`src/rtl/mem_port_arbiter.sv`:
```
// Two-port round-robin arbiter in front of a single-ported synchronous RAM.
// Each access runs IDLE -> ISSUE -> (WAIT for reads) -> ACK.
module mem_port_arbiter #(
  parameter int WIDTH        = 16,
  parameter int ADDR_WIDTH   = 16,
  parameter int READ_LATENCY = 1
) (
  input  logic                  c,
  input  logic                  r,
  input  logic                  a_req,
  input  logic                  a_we,
  input  logic [ADDR_WIDTH-1:0] a_addr,
  input  logic [WIDTH-1:0]      a_wdata,
  output logic [WIDTH-1:0]      a_rdata,
  output logic                  a_ack,
  input  logic                  b_req,
  input  logic                  b_we,
  input  logic [ADDR_WIDTH-1:0] b_addr,
  input  logic [WIDTH-1:0]      b_wdata,
  output logic [WIDTH-1:0]      b_rdata,
  output logic                  b_ack,
  output logic [ADDR_WIDTH-1:0] mem_addr,
  output logic [WIDTH-1:0]      mem_wdata,
  output logic                  mem_we,
  input  logic [WIDTH-1:0]      mem_rdata,
  output logic                  busy,
  output logic                  owner_b
);

  localparam int CNT_W = (READ_LATENCY > 1) ? $clog2(READ_LATENCY) : 1;

  typedef enum logic [1:0] {
    ST_IDLE  = 2'd0,
    ST_ISSUE = 2'd1,
    ST_WAIT  = 2'd2,
    ST_ACK   = 2'd3
  } state_t;

  state_t                r_state;
  state_t                w_next;
  logic                  w_grant;
  logic                  w_grant_b;
  logic [ADDR_WIDTH-1:0] r_addr;
  logic [WIDTH-1:0]      r_wdata;
  logic                  r_we;
  logic                  r_owner_b;
  logic                  r_last_b;
  logic [CNT_W-1:0]      r_cnt;
  logic [WIDTH-1:0]      r_a_rdata;
  logic [WIDTH-1:0]      r_b_rdata;
  logic                  r_a_ack;
  logic                  r_b_ack;
  logic                  r_mem_we;
  logic                  r_busy;

  // State register
  always_ff @(posedge c) begin
    if (!r) begin
      r_state <= ST_IDLE;
    end else begin
      r_state <= w_next;
    end
  end

  // Next-state and round-robin grant decision
  always_comb begin
    w_next    = r_state;
    w_grant   = 1'b0;
    w_grant_b = 1'b0;
    case (r_state)
      ST_IDLE: begin
        if (a_req && b_req) begin
          // On a tie the port that was not served last wins.
          w_grant   = 1'b1;
          w_grant_b = ~r_last_b;
        end else if (a_req) begin
          w_grant   = 1'b1;
          w_grant_b = 1'b0;
        end else if (b_req) begin
          w_grant   = 1'b1;
          w_grant_b = 1'b1;
        end else begin
          w_grant   = 1'b0;
          w_grant_b = 1'b0;
        end
        if (w_grant) begin
          w_next = ST_ISSUE;
        end else begin
          w_next = ST_IDLE;
        end
      end
      ST_ISSUE: begin
        if (r_we) begin
          w_next = ST_ACK;
        end else begin
          w_next = ST_WAIT;
        end
      end
      ST_WAIT: begin
        if (r_cnt == CNT_W'(0)) begin
          w_next = ST_ACK;
        end else begin
          w_next = ST_WAIT;
        end
      end
      ST_ACK:  w_next = ST_IDLE;
      default: w_next = ST_IDLE;
    endcase
  end

  // Request latch, latency counter, read capture and registered outputs
  always_ff @(posedge c) begin
    if (!r) begin
      r_addr    <= {ADDR_WIDTH{1'b0}};
      r_wdata   <= {WIDTH{1'b0}};
      r_we      <= 1'b0;
      r_owner_b <= 1'b0;
      r_last_b  <= 1'b1;
      r_cnt     <= CNT_W'(0);
      r_a_rdata <= {WIDTH{1'b0}};
      r_b_rdata <= {WIDTH{1'b0}};
      r_a_ack   <= 1'b0;
      r_b_ack   <= 1'b0;
      r_mem_we  <= 1'b0;
      r_busy    <= 1'b0;
    end else begin
      r_mem_we <= 1'b0;
      r_a_ack  <= (w_next == ST_ACK) && !r_owner_b;
      r_b_ack  <= (w_next == ST_ACK) && r_owner_b;
      r_busy   <= (w_next != ST_IDLE);
      case (r_state)
        ST_IDLE: begin
          if (w_grant) begin
            r_addr    <= w_grant_b ? b_addr  : a_addr;
            r_wdata   <= w_grant_b ? b_wdata : a_wdata;
            r_we      <= w_grant_b ? b_we    : a_we;
            r_mem_we  <= w_grant_b ? b_we    : a_we;
            r_owner_b <= w_grant_b;
          end
        end
        ST_ISSUE: begin
          if (!r_we) begin
            r_cnt <= CNT_W'(READ_LATENCY - 1);
          end
        end
        ST_WAIT: begin
          if (r_cnt == CNT_W'(0)) begin
            if (r_owner_b) begin
              r_b_rdata <= mem_rdata;
            end else begin
              r_a_rdata <= mem_rdata;
            end
          end else begin
            r_cnt <= r_cnt - CNT_W'(1);
          end
        end
        ST_ACK:  r_last_b <= r_owner_b;
        default: r_last_b <= r_last_b;
      endcase
    end
  end

  assign mem_addr  = r_addr;
  assign mem_wdata = r_wdata;
  assign mem_we    = r_mem_we;
  assign a_rdata   = r_a_rdata;
  assign b_rdata   = r_b_rdata;
  assign a_ack     = r_a_ack;
  assign b_ack     = r_b_ack;
  assign busy      = r_busy;
  assign owner_b   = r_owner_b;

endmodule
```
`config.mk`:
```
export PLATFORM = sky130hd
export DESIGN_NAME = mem_port_arbiter
export DESIGN_NICKNAME = d
export VERILOG_FILES = /design/src/rtl/mem_port_arbiter.sv
export SDC_FILE = /design/constraint.sdc
export NUM_CORES = 1
export LEC_CHECK = 0
export BUFFER_PORTS_ARGS = -buffer_cell sky130_fd_sc_hd__buf_4
export CORE_MARGIN = 5
export CORE_UTILIZATION = 46
export CTS_CLUSTER_DIAMETER = 150
export CTS_CLUSTER_SIZE = 24
export DETAILED_ROUTE_END_ITERATION = 6
export PLACE_DENSITY = 0.84
export SLEW_MARGIN = 20
export SYNTH_ARGS = -nofsm -noshare
export SYNTH_HDL_FRONTEND = slang
export SYNTH_SLANG_ARGS = --single-unit
```
`constraint.sdc`:
```
create_clock -name c -period 1.8 [get_ports c]
set_input_delay 0.36 -clock c [delete_from_list [all_inputs] [get_ports c]]
set_output_delay 0.36 -clock c [all_outputs]
set_load 0.02 [all_outputs]
```
==> results of run 1 <==
-- cells in the final DEF (no fill, tap or decap), drive strengths merged --
master	n
o21ai	1
a211o	1
bufinv	1
clkinvlp	2
and2	3
dfxtp	73
o211a	32
clkbuf	9
clkinv	3
inv	37
ha	4
a31oi	1
a21boi	33
and3	2
nand3	1
nand2	68
o2111ai	32
and3b	1
a31o	1
nand2b	2
o21a	34
buf	174
nor2b	1
a21oi	1
nand4	1
mux2i	1
-- cell families after synthesis --
kind of cell             after synthesis  synth area share (%)
AO/OA/AOI/OAI                        136                 34.64
adder cells (fa/ha/maj)                4                 1.524
AND/OR/NAND/NOR                       79                 9.908
flip-flops                            73                 44.51
buffers and inverters                 73                 9.108
multiplexers                           1                0.3049
-- worst max-delay path, stage by stage, from the launching register on --
cell	delay, ps
dfxtp_1	320
buf_4	140
inv_1	70
ha_1	240
o21a_1	310
buf_12	220
o21a_1	140
o211a_1	150
-- layout make-up --
| class | count | area (um2) | area share, % |
|---|---|---|---|
| Inverter | 36 | 135.1 | 2.836 |
| Timing Repair Buffer | 174 | 1319 | 27.68 |
| Clock buffer | 9 | 123.9 | 2.600 |
| Clock inverter | 7 | 80.08 | 1.681 |
| Multi-Input combinational cell | 220 | 1525 | 32.01 |
| Tap cell | 96 | 120.1 | 2.521 |
| Sequential cell | 73 | 1461 | 30.67 |
-- through the flow --
stage	std cells	total power, W	util [%]
5_1_grt	615	0.005465	69.36
3_5_place_dp	599	0.003922	66.36
6_report	615	0.005171	69.36
4_1_cts	615	0.005205	69.36
2_1_floorplan	366	0.003122	-
3_3_place_gp	599	0.003883	66.36
-- path summary, 6_finish.rpt --
| path | to | cells after the start | from | slack (ps) |
|---|---|---|---|---|
| max | mem_addr[1] | 7 | r_state[1] | 140 |
| min | mem_wdata[14] | 2 | b_wdata[14] | 250 |
| max reg2reg | mem_addr[1] | 7 | r_state[1] | 140 |
| min reg2reg | b_rdata[3] | 2 | b_rdata[3] | 460 |
-- report_power, final --
group / switching, W / internal, W / leakage (nW) / total (W)
Combinational: 0.000996 / 0.000863 / 1.67 / 0.00186
Clock: 0.000648 / 0.000651 / 0.0960 / 0.00130
Sequential: 0.000137 / 0.00188 / 0.599 / 0.00201
Total: 0.00178 / 0.00339 / 2.36 / 0.00517
-- layer usage --
metal | GRT usage [%] | vias to the layer above | wire length, um
li1 | - | 1579 | -
met2 | 33.63 | 160 | 4215
met3 | 8.127 | 12 | 1076
met4 | 6.490 | 0 | 140
met5 | 0 | - | 0
met1 | 26.04 | 1474 | 3925
-- sequential cells by signal, summed over array words and instances (netlist names) --
| signal | cells |
|---|---|
| mem_addr | 16 |
| mem_wdata | 16 |
| r_last_b | 1 |
| r_we | 1 |
| owner_b | 1 |
| busy | 1 |
| b_ack | 1 |
| b_rdata | 16 |
| r_state | 2 |
| a_ack | 1 |
| mem_we | 1 |
| a_rdata | 16 |
-- repair_timing --
action                     CTS  global route
hold buffers                 0             0
gates resized for setup      1             0
setup endpoints to repair   10             0
==> impl_metrics.csv, run 1 <==
group,metric,value,unit
clocking,cts_setup_buffers,0,
sta,final_max_slew_viol_count,0,
sta,rsz0062_at_grt,"false",
synth,syn_nets,456,
synth,yosys_warnings,0,
pwr,max-vdd-ir-drop,0.6269,mV
setup_path,required,2080,ps
synth,synth_common_cells,"dfxtp_1 (73), nand2_1 (68), inv_1 (36), o21a_1 (34)",
sta,timing.fmax,604.1,MHz
drt,vias,3225,
pwr,p_leak,2.361,nW
floorplan,start_util,47.80,%
drt,ant_nets,0,
synth,synth_top_area_share,44.51,%
placed_design,gp_congestion,0.8194,
sta,fin_ws,144.8,ps
sta,finClkSkew,9.531,ps
synth,synth_edf_count,0,
synth,syn_area_per_cell,8.970,um2
finish,antenna_cells,0,
global_route,grt_pass1_wl,14.88,mm
clocking,cts_tree,"built",
sta,tns,0,ps
status,status,"finished, final reports clean",
synth,seq_area_frac_synth,44.51,%
sta,finalHoldViolations,0,
sta,post-route-period-util,91.96,%
setup_path,worstSetupEndpointType,"flip-flop",
synth,syn_inst,366,
global_route,grt_overflow,0,
finish,final_area,4765,um2
clocking,ctsRootBufferMaster,"clkbuf_8",
clocking,path_clk_slew,90,ps
clocking,cts.sinks,73,
synth,syn_area,3283,um2
sta,whs,248.6,ps
setup_path,worst-setup-path-type,"reg2reg",
synth,synth_cell_types,26,
sta,setup_viol,0,
synth,synth_top_cells_by_area,"dfxtp_1 (45%), o211a_1 (9.8%), o2111ai_1 (8.5%)",
setup_path,critPathMaxFanout,28,
floorplan,die_w,94.48,um
placed_design,io_buffer_count,154,
finish,syn2layout_area_growth,45.12,%
sta,relSlewSlack,56.52,%
global_route,grt_max_degree,40,
pwr,p_per_area,1085,nW/um2
drt,drtIter0Drc,119,
placed_design,place_area,4558,um2
placed_design,hpwl,6.922,mm
clocking,cts.path.max_buffers,2,
drt,via_per_inst,5.244,
finish,nFillCells,552,
synth,ys.flop_type,"dfxtp_1",
clocking,clk_latency,350,ps
setup_path,crit_path_start_kind,"flip-flop",
drt,drc,0,
synth,async_reset_ff_share,0,%
finish,drive_gt1_share,36.99,%
global_route,grt_antenna_before_repair,0,
floorplan,core-area,6869,um2
worst_hold_path,hold_path.class,"in2reg",
flow_run,cap_violations,0,
sta,min_period,1655,ps
drt,routed_wirelength,9.357,mm
finish,fin_nets,604,
drt,drtPass1Iterations,4,
clocking,htree_levels,3,
synth,synth-seq-cells,73,
floorplan,die_area,8926,um2
floorplan,die-height,94.48,um
synth,synth_area_leader_cell,"dfxtp_1",
drt,wl_per_cell,15.21,um
setup_path,crit_arrival,1940,ps
synth,post-synth-top-count-cell,"dfxtp_1",
floorplan,fp-row-count,30,
clocking,numCtsBuffers,9,
global_route,grt_pass1_vias,3204,
sta,worst_slew_pin_slew,649.3,ps
floorplan,ios,155,
placed_design,dp_slack,-96.24,ps
global_route,grt_util_all_layers,20.98,%
No activity file was read; power rests on OpenSTA's default activity.
==> run 2, diff against run 1 <==
Settings changed: CORE_UTILIZATION 46 to 47, PLACE_DENSITY 0.84 to 0.86.
Clock period 1.8 ns to 2.08 ns, I/O delays scaled along.
==> run 2 against run 1 <==
Against the previous run: largest cell class unchanged; utilization shrank 0.78 points; clock-buffer cell count grew 3; sequential cell count is the same; register-to-register slack gained 340 ps; non-clock buffer count shrank 10; highest routed layer unchanged; combinational power shrank 17%; cell area shrank 2.2%; via count shrank 1.3%; clock power shrank 24%; die area shrank 1.9%; maximum frequency grew 3.5%; first-iteration DRC count shrank 35%.
==> impl_metrics.csv, run 2 (synthesis results as in run 1) <==
group,metric,value,unit
status,status,"finished, final reports clean",
sta,timing.fmax,625.2,MHz
drt,drtPass1Iterations,6,
global_route,grt_antenna_before_repair,0,
pwr,p_leak,2.299,nW
flow_run,cap_violations,0,
placed_design,gp_congestion,0.7639,
sta,finalHoldViolations,0,
drt,drtIter0Drc,77,
clocking,clk_latency,340,ps
setup_path,worst-setup-path-type,"reg2reg",
setup_path,crit_chain,"inv_1 -> ha_1 -> nor2b_2 -> nand2_1 -> a21boi_0",
finish,layout_common_cells,"buf_4 (163), dfxtp_1 (73), nand2_1 (68)",
clocking,ctsRootBufferMaster,"clkbuf_8",
sta,final_max_slew_viol_count,0,
global_route,grt_util_all_layers,21.42,%
global_route,grt_pass1_vias,3227,
setup_path,slowest_stage,"nor2b_2",
floorplan,fp-row-count,30,
sta,tns,0,ps
setup_path,crit_path_start_kind,"flip-flop",
finish,antenna_cells,0,
sta,post-route-period-util,76.90,%
clocking,cts_setup_buffers,0,
clocking,numCtsBuffers,9,
floorplan,start_util,48.32,%
clocking,postCtsHoldBufs,0,
drt,wl_per_cell,15.36,um
clocking,cts.sinks,73,
clocking,cts.path.max_buffers,2,
floorplan,ios,155,
drt,drc,0,
floorplan,die-height,93.58,um
drt,via_per_inst,5.261,
placed_design,place_area,4483,um2
sta,rsz0062_at_grt,"false",
clocking,path_clk_slew,80,ps
sta,setup_viol,0,
finish,final_area,4659,um2
global_route,grt_overflow,0,
sta,min_period,1600,ps
sta,relSlewSlack,55.21,%
finish,drive_gt1_share,35.36,%
drt,vias,3183,
drt,routed_wirelength,9.292,mm
global_route,grt_pass1_wl,15.01,mm
setup_path,critPathMaxFanout,16,
pwr,max-vdd-ir-drop,0.5021,mV
setup_path,worstSetupEndpointType,"flip-flop",
placed_design,io_buffer_count,154,
floorplan,die_area,8757,um2
sta,worst_slew_pin_slew,668.8,ps
drt,ant_nets,0,
setup_path,cp_slowest_stage_delay,590,ps
finish,syn2layout_area_growth,41.92,%
floorplan,core-area,6794,um2
setup_path,required,2340,ps
pwr,p_per_area,920.8,nW/um2
clocking,htree_levels,3,
finish,final_common_cell,"buf_4",
global_route,grt_max_degree,72,
worst_hold_path,hold_path.class,"in2reg",
finish,fin_nets,594,
sta,finClkSkew,14.05,ps
setup_path,crit_arrival,1860,ps
clocking,cts_tree,"built",
placed_design,hpwl,6.769,mm
clocking,post_cts_resize_count,0,
floorplan,die_w,93.58,um
## run 2: cell types whose count changed in the layout (fill, tap and decap cells not counted)
cell / change
buf_4: -10
clkbuf_1: +2
clkinv_4: -2
bufinv_16: -1
clkbuf_8: +1
clkinv_2: +1
inv_6: -1
## run 2: path summary, 6_finish.rpt
| check | startpoint | slack, ps | depth (start not counted) | endpoint |
|---|---|---|---|---|
| worst min-delay path | b_wdata[4] | 310 | 2 | mem_wdata[4] |
| worst max-delay path | r_state[0] | 480 | 5 | a_rdata[3] |
| worst min register to register | a_rdata[12] | 470 | 2 | a_rdata[12] |
| worst max register to register | r_state[0] | 480 | 5 | a_rdata[3] |
## run 2: metal layers
layer / GRT usage (%) / share of wire [%] / up-vias / wire (um)
li1: - / - / 1566 / -
met1: 25.21 / 43 / 1467 / 3966
met2: 34.72 / 44 / 139 / 4097
met3: 10.06 / 12 / 11 / 1112
met4: 6.378 / 1.2 / 0 / 115
met5: 0 / 0 / - / 0
## run 2: through the flow
| step | setup WS [ps] | total power, W | util [%] | hold WS, ps | std cells |
|---|---|---|---|---|---|
| detailed placement | 184.0 | 0.003331 | 65.99 | 461.4 | 589 |
| floorplan | 528.2 | 0.002702 | - | 509.7 | 366 |
| CTS | 156.6 | 0.004316 | 68.55 | 298.0 | 605 |
| finish | 480.4 | 0.004291 | 68.58 | 306.3 | 605 |
| global route | 315.9 | 0.004550 | 68.58 | 294.2 | 605 |
| global placement | 251.7 | 0.003305 | 65.99 | 452.6 | 589 |
## run 2: final cells by class
class                   count  area, um2
clock inverters             4      28.78
repair buffers            164       1244
fillers                   556       2135
flip-flops and latches     73       1461
well taps                  96      120.1
multi-input cells         220       1525
clock buffers              12      145.1
inverters                  36      135.1
## run 2: power breakdown
group	internal (W)	switching, W	leakage, nW
registers	0.00162	0.000130	0.599
clock network	0.000467	0.000527	0.0826
logic	0.000701	0.000841	1.62
## run 2: critical path, delay by kind of cell (launching register included)
| kind | cells | cell delay (ps) |
|---|---|---|
| AO/OA/AOI/OAI | 1 | 190 |
| adder cells (fa/ha/maj) | 1 | 200 |
| buffers and inverters | 1 | 100 |
| flip-flops | 1 | 340 |
| AND/OR/NAND/NOR | 2 | 700 |
==> run 3, diff against run 2 <==
Settings changed: CORE_UTILIZATION 47 to 46, PLACE_DENSITY 0.86 to 0.84.
Clock period 2.08 ns to 1.6 ns, I/O delays scaled along.
==> run 3 against run 2 <==
Against the previous run: combinational power grew 37%; critical path depth rose by 2; wire length is 1.0% higher; register-to-register slack worse by 380 ps; cell area increased by 3.5%; clock-buffer cell count decreased by 1.
==> impl_metrics.csv, run 3 (synthesis results as in run 1) <==
group,metric,value,unit
status,status,"finished, final reports clean",
setup_path,reg2reg_to,"mem_addr[6]",
sta,whs,222.8,ps
drt,wl_per_cell,15.29,um
clocking,htree_levels,3,
sta,setup_viol,0,
placed_design,place_area,4576,um2
worst_hold_path,min_path_cells,2,
global_route,grt_pass1_wl,14.92,mm
floorplan,core-area,6869,um2
global_route,grt_antenna_before_repair,0,
placed_design,hpwl,7.051,mm
clocking,cts.sinks,73,
pwr,power.switching,0.001936,W
setup_path,cp_common_cell,"buf_4",
floorplan,die_w,94.48,um
pwr,internal-power,0.004138,W
finish,nFillCells,552,
finish,drive_gt1_share,37.26,%
setup_path,reg2reg_depth,7,
sta,relSlewSlack,74.14,%
global_route,grt_util_all_layers,21.13,%
floorplan,start_util,47.80,%
pwr,clockPowerShare,28.0,%
drt,via_per_inst,5.228,
clocking,path_clk_slew,80,ps
clocking,postCtsHoldBufs,0,
setup_path,timing.rr.start,"r_state[1]",
setup_path,slowest_stage,"dfxtp_1",
pwr,power_frac_comb,34.7,%
clocking,ctsRootBufferMaster,"clkbuf_8",
sta,post-route-period-util,93.74,%
worst_hold_path,hold_path_end,"mem_wdata[3]",
clocking,clk_latency,330,ps
placed_design,dp_slack,-251.7,ps
placed_design,io_buffer_count,154,
sta,timing.fmax,666.8,MHz
pwr,swShare,31.87,%
setup_path,crit_chain,"buf_4 -> inv_1 -> ha_2 -> o21a_2 -> buf_4 -> o21a_1 -> o211a_1",
sta,finClkSkew,7.285,ps
floorplan,fp-row-count,30,
finish,antenna_cells,0,
setup_path,cp_slowest_stage_delay,320,ps
pwr,max-vdd-ir-drop,0.7062,mV
global_route,grt_max_degree,34,
pwr,p_leak,2.390,nW
worst_hold_path,hold_path.class,"in2reg",
pwr,seq_power_share,37.3,%
drt,vias,3210,
drt,drtPass1Iterations,4,
floorplan,ios,155,
clocking,cts_setup_buffers,0,
global_route,grt_overflow,0,
finish,layout_common_cells,"buf_4 (170), dfxtp_1 (72), nand2_1 (68)",
setup_path,crit_arrival,1780,ps
floorplan,die-height,94.48,um
finish,syn2layout_area_growth,46.95,%
sta,fin_ws,100.2,ps
sta,min_period,1500,ps
finish,fin_nets,603,
pwr,p_per_area,1259,nW/um2
global_route,grt_pass1_vias,3186,
drt,routed_wirelength,9.389,mm
sta,finalHoldViolations,0,
setup_path,crit_path_start_kind,"flip-flop",
drt,ant_nets,0,
floorplan,die_area,8926,um2
drt,drtIter0Drc,73,
setup_path,worst-setup-path-type,"reg2reg",
setup_path,critPathMaxFanout,16,
sta,final_max_slew_viol_count,0,
finish,final_area,4825,um2
drt,drc,0,
setup_path,required,1880,ps
clocking,cts_tree,"built",
clocking,numCtsBuffers,9,
pwr,p_total,0.006074,W
finish,final_common_cell,"buf_4",
clocking,cts.path.max_buffers,2,
setup_path,reg2reg_slack,100,ps
worst_hold_path,worstHoldStart,"b_wdata[3]",
flow_run,cap_violations,0,
setup_path,worstSetupEndpointType,"flip-flop",
sta,rsz0062_at_grt,"true",
sta,worst_slew_pin_slew,387.1,ps
placed_design,gp_congestion,0.7685,
## run 3: changes by cell type in the layout (fill, tap and decap cells not counted), moves of 2 or more
cell / delta
buf_12: +2
buf_4: +7
bufinv_16: +3
clkinvlp_4: -2
## run 3: final cells by class
| class | count | area (um2) | share of cell area (%) |
|---|---|---|---|
| clock inverter | 5 | 103.9 | 2.152 |
| sequential | 73 | 1463 | 30.32 |
| multi-input combinational | 220 | 1535 | 31.82 |
| clock buffer | 11 | 131.4 | 2.723 |
| inverter | 36 | 135.1 | 2.801 |
| timing repair buffer | 173 | 1336 | 27.70 |
| tap | 96 | 120.1 | 2.490 |
## run 3: metrics by stage
step           util (%)  TNS, ps  instances
6_report          70.24        0        614
3_3_place_gp      66.61    -1724        598
2_1_floorplan         -        0        366
5_1_grt           70.24   -31.76        614
4_1_cts           70.11        0        614
3_5_place_dp      66.61    -3275        598
## run 3: how the worst max path moves through the flow
stage / slack, ps / cells past startpoint / start / to
global placement: -120 / 5 / r_state[0] / a_rdata[5]
finish: 100 / 7 / r_state[1] / mem_addr[6]
global route: -9 / 7 / r_state[0] / mem_addr[11]
detailed placement: -250 / 5 / r_state[0] / a_rdata[6]
floorplan: 50 / 7 / r_state[0] / b_ack
CTS: 10 / 7 / r_state[0] / mem_wdata[10]
## run 3: repair_timing
| item | CTS | global route |
|---|---|---|
| endpoints found under the setup margin | 32 | 55 |
| gates resized for setup | 3 | 3 |
| pin swaps | 0 | 0 |
## run 3: worst max-delay path: cells and delay by family, from the launching register on
kind	cells	cell delay [ps]
AO/OA/AOI/OAI	3	470
buffers and inverters	3	440
flip-flops	1	320
adder cells (fa/ha/maj)	1	220
## run 3: power groups by stage
stage                     clock network, W  registers, W  logic [W]
final                              0.00170       0.00227    0.00211
after global routing               0.00182       0.00231    0.00229
after CTS                          0.00172       0.00227    0.00212
after detailed placement                 0       0.00230    0.00211
after global placement                   0       0.00230    0.00207
after floorplan                          0       0.00262   0.000890
## run 3: routing by layer
layer	wire length (um)	share of wire [%]	global-route usage [%]	up-vias
met1	3824	41	25.67	1456
met4	129	1.4	7.452	0
met3	1153	12	8.287	11
met5	0	0	0	-
li1	-	-	-	1581
met2	4282	46	34.04	162
